===== src/rtl/psum_pass_scheduler_if.sv =====
// rtl/psum_pass_scheduler_if.sv - handshake bundle between the SRAM controller side and the partial-sum pass scheduler
interface psum_pass_scheduler_if #(
  parameter int ROW    = 64,
  parameter int COL    = 64,
  parameter int NUM_PS = 8
);
  localparam int RW  = $clog2(ROW);
  localparam int CLW = $clog2(COL);
  localparam int PW  = $clog2(NUM_PS);

  logic           start;
  logic           w_req;
  logic           w_valid;
  logic [1:0]     w_fcol;
  logic [1:0]     w_prow;
  logic           fm_rd_en;
  logic           fm_ready;
  logic [RW-1:0]  fm_row;
  logic [CLW-1:0] fm_col;
  logic           psum_valid;
  logic           psum_first;
  logic           psum_last;
  logic [PW-1:0]  partial_sum_index;
  logic           busy;
  logic           done;
  logic           err;

  modport master (
    output start, w_valid, fm_ready, psum_valid,
    input  w_req, w_fcol, w_prow, fm_rd_en, fm_row, fm_col,
           psum_first, psum_last, partial_sum_index, busy, done, err
  );

  modport slave (
    input  start, w_valid, fm_ready, psum_valid,
    output w_req, w_fcol, w_prow, fm_rd_en, fm_row, fm_col,
           psum_first, psum_last, partial_sum_index, busy, done, err
  );
endinterface


===== src/rtl/psum_pass_scheduler.sv =====
// rtl/psum_pass_scheduler.sv - sequences NUM_PS partial-sum passes: weight load, snake-order feature-map stream, output count
module psum_pass_scheduler #(
  parameter int ROW    = 64,
  parameter int COL    = 64,
  parameter int NUM_PS = 8
) (
  input logic               clk,
  input logic               rst,
  psum_pass_scheduler_if.slave bus
);
  localparam int OUT_CNT = ROW * COL;
  localparam int RW      = $clog2(ROW);
  localparam int CLW     = $clog2(COL);
  localparam int PW      = $clog2(NUM_PS);
  localparam int CW      = $clog2(OUT_CNT + 1);

  localparam logic [RW-1:0]  ROW_LAST  = RW'(ROW - 1);
  localparam logic [RW-1:0]  ROW_TWO   = RW'(2);
  localparam logic [CLW-1:0] COL_LAST  = CLW'(COL - 1);
  localparam logic [PW-1:0]  PS_LAST   = PW'(NUM_PS - 1);
  localparam logic [CW-1:0]  CNT_FULL  = CW'(OUT_CNT);
  localparam logic [CW-1:0]  CNT_PRE   = CW'(OUT_CNT - 1);
  localparam logic [1:0]     FCOL_LAST = 2'd3;
  localparam logic [1:0]     PROW_LAST = 2'd2;

  typedef enum logic [2:0] {IDLE, WLOAD, STREAM, DRAIN, NEXT, FIN} state_t;

  state_t         state;
  logic           w_req_q;
  logic           fm_rd_en_q;
  logic           done_q;
  logic           busy_q;
  logic           err_q;
  logic [1:0]     fcol;
  logic [1:0]     prow;
  logic [RW-1:0]  row;
  logic [CLW-1:0] col;
  logic [PW-1:0]  ps_idx;
  logic [CW-1:0]  out_cnt;

  logic           counting;
  logic           last_pix;
  logic           cnt_hit;

  // Each row ends on col 0 when even (walks down) and on COL-1 when odd.
  always_comb begin
    counting = (state == STREAM) || (state == DRAIN);
    last_pix = (row == ROW_LAST) && (col == (row[0] ? COL_LAST : '0));
    cnt_hit  = counting && bus.psum_valid && (out_cnt == CNT_PRE);
  end

  always_ff @(posedge clk) begin
    if (rst) begin
      state      <= IDLE;
      w_req_q    <= 1'b0;
      fm_rd_en_q <= 1'b0;
      done_q     <= 1'b0;
      busy_q     <= 1'b0;
      err_q      <= 1'b0;
      fcol       <= '0;
      prow       <= '0;
      row        <= '0;
      col        <= '0;
      ps_idx     <= '0;
      out_cnt    <= '0;
    end else begin
      done_q <= 1'b0;

      if (bus.w_valid && (state != WLOAD)) err_q <= 1'b1;
      if (bus.psum_valid && !counting) err_q <= 1'b1;

      // An output beyond OUT_CNT is flagged and dropped; the count never wraps.
      if (counting && bus.psum_valid) begin
        if (out_cnt == CNT_FULL) err_q <= 1'b1;
        else                     out_cnt <= out_cnt + 1'b1;
      end

      unique case (state)
        IDLE: begin
          if (bus.start) begin
            state   <= WLOAD;
            ps_idx  <= '0;
            w_req_q <= 1'b1;
            busy_q  <= 1'b1;
          end
        end

        WLOAD: begin
          if (bus.w_valid) begin
            if (prow == PROW_LAST) begin
              prow <= '0;
              if (fcol == FCOL_LAST) begin
                fcol       <= '0;
                state      <= STREAM;
                w_req_q    <= 1'b0;
                fm_rd_en_q <= 1'b1;
              end else begin
                fcol <= fcol + 1'b1;
              end
            end else begin
              prow <= prow + 1'b1;
            end
          end
        end

        STREAM: begin
          if (bus.fm_ready && !last_pix) begin
            if (row < ROW_TWO) begin
              // Column-major zig over rows 0/1, leaving at (1, COL-1) into row 2.
              if (row == '0) begin
                row <= row + 1'b1;
              end else if (col == COL_LAST) begin
                row <= row + 1'b1;
              end else begin
                row <= '0;
                col <= col + 1'b1;
              end
            end else if (!row[0]) begin
              if (col == '0) row <= row + 1'b1;
              else           col <= col - 1'b1;
            end else begin
              if (col == COL_LAST) row <= row + 1'b1;
              else                 col <= col + 1'b1;
            end
          end

          if (cnt_hit) begin
            state      <= NEXT;
            fm_rd_en_q <= 1'b0;
          end else if (bus.fm_ready && last_pix) begin
            state      <= DRAIN;
            fm_rd_en_q <= 1'b0;
          end
        end

        DRAIN: begin
          if (cnt_hit) state <= NEXT;
        end

        NEXT: begin
          out_cnt <= '0;
          row     <= '0;
          col     <= '0;
          if (ps_idx == PS_LAST) begin
            state  <= FIN;
            done_q <= 1'b1;
          end else begin
            ps_idx  <= ps_idx + 1'b1;
            state   <= WLOAD;
            w_req_q <= 1'b1;
          end
        end

        FIN: begin
          state  <= IDLE;
          busy_q <= 1'b0;
          ps_idx <= '0;
        end

        default: state <= IDLE;
      endcase
    end
  end

  assign bus.w_req             = w_req_q;
  assign bus.w_fcol            = fcol;
  assign bus.w_prow            = prow;
  assign bus.fm_rd_en          = fm_rd_en_q;
  assign bus.fm_row            = row;
  assign bus.fm_col            = col;
  assign bus.psum_first        = busy_q && (ps_idx == '0);
  assign bus.psum_last         = busy_q && (ps_idx == PS_LAST);
  assign bus.partial_sum_index = ps_idx;
  assign bus.busy              = busy_q;
  assign bus.done              = done_q;
  assign bus.err               = err_q;
endmodule


===== src/flat_wrapper.sv =====
// flat-port wrapper written by rule: the top's interface ports become plain ports
module psum_pass_scheduler_flat 
#(
  parameter int ROW    = 64,
  parameter int COL    = 64,
  parameter int NUM_PS = 8
)
  (clk, rst, bus_start, bus_w_valid, bus_fm_ready, bus_psum_valid, bus_w_req, bus_w_fcol, bus_w_prow, bus_fm_rd_en, bus_fm_row, bus_fm_col, bus_psum_first, bus_psum_last, bus_partial_sum_index, bus_busy, bus_done, bus_err);
  psum_pass_scheduler_if #(.ROW(ROW), .COL(COL), .NUM_PS(NUM_PS)) bus_i ();
  input logic clk;
  input logic rst;
  input wire logic [$bits(bus_i.start)-1:0] bus_start;
  input wire logic [$bits(bus_i.w_valid)-1:0] bus_w_valid;
  input wire logic [$bits(bus_i.fm_ready)-1:0] bus_fm_ready;
  input wire logic [$bits(bus_i.psum_valid)-1:0] bus_psum_valid;
  output wire logic [$bits(bus_i.w_req)-1:0] bus_w_req;
  output wire logic [$bits(bus_i.w_fcol)-1:0] bus_w_fcol;
  output wire logic [$bits(bus_i.w_prow)-1:0] bus_w_prow;
  output wire logic [$bits(bus_i.fm_rd_en)-1:0] bus_fm_rd_en;
  output wire logic [$bits(bus_i.fm_row)-1:0] bus_fm_row;
  output wire logic [$bits(bus_i.fm_col)-1:0] bus_fm_col;
  output wire logic [$bits(bus_i.psum_first)-1:0] bus_psum_first;
  output wire logic [$bits(bus_i.psum_last)-1:0] bus_psum_last;
  output wire logic [$bits(bus_i.partial_sum_index)-1:0] bus_partial_sum_index;
  output wire logic [$bits(bus_i.busy)-1:0] bus_busy;
  output wire logic [$bits(bus_i.done)-1:0] bus_done;
  output wire logic [$bits(bus_i.err)-1:0] bus_err;
  assign bus_i.start = bus_start;
  assign bus_i.w_valid = bus_w_valid;
  assign bus_i.fm_ready = bus_fm_ready;
  assign bus_i.psum_valid = bus_psum_valid;
  assign bus_w_req = bus_i.w_req;
  assign bus_w_fcol = bus_i.w_fcol;
  assign bus_w_prow = bus_i.w_prow;
  assign bus_fm_rd_en = bus_i.fm_rd_en;
  assign bus_fm_row = bus_i.fm_row;
  assign bus_fm_col = bus_i.fm_col;
  assign bus_psum_first = bus_i.psum_first;
  assign bus_psum_last = bus_i.psum_last;
  assign bus_partial_sum_index = bus_i.partial_sum_index;
  assign bus_busy = bus_i.busy;
  assign bus_done = bus_i.done;
  assign bus_err = bus_i.err;
  psum_pass_scheduler #(.ROW(ROW), .COL(COL), .NUM_PS(NUM_PS)) u_core (.clk(clk), .rst(rst), .bus(bus_i));
endmodule

===== config.mk =====
export PLATFORM = sky130hd
export DESIGN_NAME = psum_pass_scheduler_flat
export DESIGN_NICKNAME = d
export VERILOG_FILES = /design/src/rtl/psum_pass_scheduler_if.sv /design/src/rtl/psum_pass_scheduler.sv /design/src/flat_wrapper.sv
export SDC_FILE = /design/constraint.sdc
export NUM_CORES = 1
export LEC_CHECK = 0
export ABC_AREA = 1
export CORE_MARGIN = 4
export CORE_UTILIZATION = 60
export DETAILED_ROUTE_END_ITERATION = 10
export GPL_ROUTABILITY_DRIVEN = 0
export PLACE_DENSITY = 0.95
export REMOVE_ABC_BUFFERS = 1
export SLEW_MARGIN = 10
export SYNTH_ARGS = -nofsm -noshare
export SYNTH_HDL_FRONTEND = slang
export SYNTH_SLANG_ARGS = --single-unit

===== constraint.sdc =====
create_clock -name clk -period 2.25 [get_ports clk]
set_input_delay 0.45 -clock clk [delete_from_list [all_inputs] [get_ports clk]]
set_output_delay 0.45 -clock clk [all_outputs]
set_load 0.05 [all_outputs]

After elaboration in Yosys (flattened, before gate mapping)
Index checks and enable logic that the tools add are counted.

storage, ports and cells
  register bits after elaboration = 40
  output and inout bits = 26
  logic and storage cells = 131

cells by class
  $add $sub $neg = 7
  order comparisons = 1
  eq/ne operators = 26
  muxes and demuxes = 48
  bitwise gates (word level) = 2
  reductions and logical operators = 34

operator list
  kind                                                   number
  2-to-1 mux 6 bit                                       14
  2-to-1 mux 3 bit                                       10
  case mux 6 bit (2 select lines)                        2
  2-to-1 mux 1 bit                                       15
  case mux 3 bit (5 select lines)                        1
  adder 13 x 1 -> 13 bit, second input constant          1
  equality test 13 x 12 -> 1 bit, second input constant  1
  equality test 13 bit, second input constant            1
  adder 6 x 1 -> 6 bit, second input constant            2
  equality test 6 bit, second input constant             2
  zero test 6 bit                                        2
  AND reduction 6 bit                                    2
  equality test 3 bit, second input constant             3
  logical AND 1 bit                                      9
  case mux 3 bit (3 select lines)                        1
  != test 2 bit, second input constant                   4
  != test 4 x 3 -> 1 bit, second input constant          2
  AND reduction 2 bit                                    4
  AND reduction 4 bit                                    2
  equality test 3 x 2 -> 1 bit, second input constant    2
  equality test 6 bit                                    1
  zero test 3 bit                                        2
  < comparator 6 x 2 -> 1 bit, second input constant     1
  != test 2 x 1 -> 1 bit, second input constant          3
  20 further kinds                                       31

Depth between registers and ports, before layout
  word-level depth = 7
  gate-level depth with buffers = 12
  mapped depth without buffers = 12

Worst setup path after synthesis
OpenSTA, ideal clock, no wires.

  kind = register -> output
  start = register u_core.ps_idx[0], in the netlist u_core.bus.partial_sum_index[0]
  end = output bus_psum_first
  data arrival time = 1.451 ns
  data required time = 1.800 ns
  setup slack = 0.349 ns
  cell stages (with the launch flop) = 5
  path buffers = 0
  cell sequence = dfxtp_1 -> inv_1 -> ha_1 -> nand2_1 -> nor2_1

between the ends
  longest elaborated chain between the ends = 2

ends and longest elaborated chain
  element                 line                        text
  start, declared         psum_pass_scheduler.sv:38   logic [PW-1:0] ps_idx;
  start signal, assigned  psum_pass_scheduler.sv:148  ps_idx <= ps_idx + 1'b1;
  zero test 3 bit         psum_pass_scheduler.sv:171  assign bus.psum_first = busy_q && (ps_idx == '0);
  logical AND 1 bit       psum_pass_scheduler.sv:171
  end, declared           flat_wrapper.sv:22          output wire logic [$bits(bus_i.psum_first)-1:0] bus_psum_first;

Every way passes these cells.

Final worst setup path
  start = register u_core.col[2], in the netlist u_core.bus.fm_col[2]
  end = output bus_fm_col[2]

RTL lines
  element                 line                        text
  start, declared         psum_pass_scheduler.sv:37   logic [CLW-1:0] col;
  start signal, assigned  psum_pass_scheduler.sv:116  col <= col + 1'b1;
  start signal, assigned  psum_pass_scheduler.sv:120  else col <= col - 1'b1;
  start signal, assigned  psum_pass_scheduler.sv:123  else col <= col + 1'b1;
  end, declared           flat_wrapper.sv:21          output wire logic [$bits(bus_i.fm_col)-1:0] bus_fm_col;

No word-level cell between the ends.

==> run summary <==
Least-Margin Pin Slew -> 0.497 ns
status -> completed
CP Capture Type -> output pin
Post-route DRC -> 0
Seq/Total Area, Yosys -> 0.305
Routed wire per std cell -> 12.5 um
Layout area overhead -> 16.1%
synth cell count leaders -> nand2_1 (95), nor2_1 (58), inv_1 (51)
H-tree Lvls -> 2
Layout Utilization -> 0.740
Critical Path, Cell by Cell -> clkdlybuf4s50_1
max cap viols -> 0
Sum Neg Setup Slack -> 0 ns
Synth Area in Compound Gates -> 0.128
share of the synthesized area in the top cell type -> 0.305
simple-gate share of the synthesized area -> 0.369
Hold Violations, Final -> 0
Syn Area/Cell -> 6.55 um^2
Buf+Inv Stages, Crit Path -> 1
post-synthesis xor/xnor area fraction -> 0.0434
Synth Flop Type -> dfxtp_1
P_leak -> 1.29 nW
die width -> 74.1 um
Slowest cell on crit path -> clkdlybuf4s50_1
Post-CTS Resized -> 0
min cycle time layout -> 2.12 ns
Peak supply drop -> 0.526 mV
top cells by area, synth -> dfxtp_1 (31%), nand2_1 (14%), nor2_1 (8.3%)
Cells after Synth -> 400
Hold WC Path Type -> reg -> reg
Synth Area in Adders -> 0.0525
Synth warnings -> 0
cts bufs inserted -> 5
Initial Util -> 0.637
Total Routing Usage GR -> 0.243
fin cells -> 484
ANT cells -> 0
WS Path Type -> reg -> out
detail-routed via count per cell -> 5.46
layout cells sized above 1 -> 0.106
# hold bufs at CTS -> 0
most frequent cell after synthesis -> nand2_1
fill count -> 330
Max Freq -> 471 MHz
die height -> 74.1 um
root buf cell -> clkbuf_8
Cells after DPL -> 476
max incr delay on CP -> 0.87 ns
vias in the first global route -> 2436
dpl hpwl -> 4530 um
CP Data Arrival Time -> 1.67 ns
CTS tree -> yes
CP delay by family, top -> buffers and inverters
CTS sink cnt -> 40
synthesized cell area -> 0.00262 mm^2
I/O Buffers -> 31
register bit total from synthesis -> 40
drt total wl -> 6070 um
Yosys cell types -> 35
die area -> 0.00549 mm^2
Yosys top cell by area -> dfxtp_1
vias post-DR -> 2643
initial DRC count -> 266
CORE AREA -> 0.00412 mm^2
Final Max Slew Viols -> 0
PwrDens -> 814 mW/mm^2
first-pass iteration count of the detailed router -> 7
slew margin rel. -> 0.668
largest family of logic cells by synthesized area -> simple AND/OR/NAND/NOR gates
Bufs on Longest Clock Path -> 2
std cell rows -> 23
async set-reset flop share out of synthesis -> 0
Worst Path Required -> 1.80 ns
setup violators final -> 0
ANT nets after route -> 0
clk_lat worst skew -> 0.30 ns
initial antenna violation count -> 0
Tcrit/Tclk final -> 0.944
skew final -> 0.0107 ns
critical path peak fanout -> 6
RSZ-0062 raised after global routing -> no
area occupied by registers -> 801 um^2
global-route wire length before repair -> 10600 um
multiplexer area fraction after synthesis -> 0
Clk pin slew, worst setup/hold paths -> 0.08 ns
number of enable flip-flop cells after synthesis -> 0
GRT Residual Overflow -> 0
I/O Pins -> 32
Multi-input gate area -> 0.00156 mm^2
postcts setup bufs -> 0
largest net degree at the start of global routing -> 16
CP Launch Type -> flip-flop
layout net count -> 450
power by group:
part           internal (W)  total [W]  leakage [nW]  switching (W)
Clock              0.000245   0.000494        0.0510       0.000249
Sequential         0.000783   0.000858         0.324      0.0000751
Combinational      0.000352    0.00113         0.918       0.000775
sequential cells by signal, summed over array words and instances (netlist names):
register	cells
u_core.bus.err	1
u_core.bus.w_req	1
u_core.bus.busy	1
u_core.bus.done	1
u_core.bus.fm_rd_en	1
u_core.bus.fm_col	6
u_core.bus.partial_sum_index	3
u_core.state	3
u_core.out_cnt	13
u_core.bus.w_prow	2
u_core.bus.fm_row	6
u_core.bus.w_fcol	2
path summary, 6_finish.rpt:
kind,start,end,slack [ns],depth (start not counted)
worst max-delay path,u_core.bus.fm_col[2]$_SDFFE_PP0P_,bus_fm_col[2],0.13,1
worst min-delay path,u_core.bus.fm_rd_en$_SDFFE_PP0P_,u_core.bus.fm_rd_en$_SDFFE_PP0P_,0.50,2
worst max register to register,u_core.out_cnt[0]$_SDFFE_PP0P_,u_core.out_cnt[3]$_SDFFE_PP0P_,0.36,10
worst min register to register,u_core.bus.fm_rd_en$_SDFFE_PP0P_,u_core.bus.fm_rd_en$_SDFFE_PP0P_,0.50,2
logic make-up (layout without fill, tap and decap cells):
logic type	count (synthesis)	count (layout)
AO/OA/AOI/OAI	59	59
adder cells (fa/ha/maj)	11	11
buffers and inverters	64	98
AND/OR/NAND/NOR	213	213
flip-flops	40	40
XOR/XNOR	13	13
layer usage:
layer / wire [um] / vias up / track usage
li1: - / 1333 / -
met1: 2520 / 1186 / 0.303
met2: 2980 / 110 / 0.416
met3: 445 / 14 / 0.0486
met4: 120 / 0 / 0.0825
met5: 0 / - / 0
cell usage in the layout (no fill, tap or decap), drive strengths merged:
master / instances
or2: 1
dfxtp: 40
nand3b: 1
buf: 3
nor2: 62
nand3: 32
nand2: 105
clkbuf: 6
nor4: 1
o211a: 1
nand4: 4
a21oi: 36
clkdlybuf4s50: 29
ha: 11
clkinv: 3
nor3: 6
and3b: 1
xor2: 10
xnor2: 3
a211oi: 1
inv: 57
o21ai: 18
o211ai: 3
layout make-up:
cell class,instances,area share
Inverter,58,0.0719
Timing Repair Buffer,32,0.103
Multi-Input combinational cell,296,0.511
Clock inverter,2,0.00329
Sequential cell,40,0.263
Tap cell,50,0.0206
Clock buffer,6,0.0271
metrics by stage:
stage                     setup WS, ns  instance area (um^2)  hold slack, ns  total power (W)
after floorplan                  0.349                  2580           0.464          0.00171
after global placement           0.279                  2950           0.433          0.00194
after detailed placement         0.202                  2950           0.481          0.00198
after CTS                        0.105                  3040           0.496          0.00248
after global routing            0.0484                  3040           0.505          0.00267
final                            0.126                  3040           0.496          0.00248
Power figures use the tool's default switching activity.
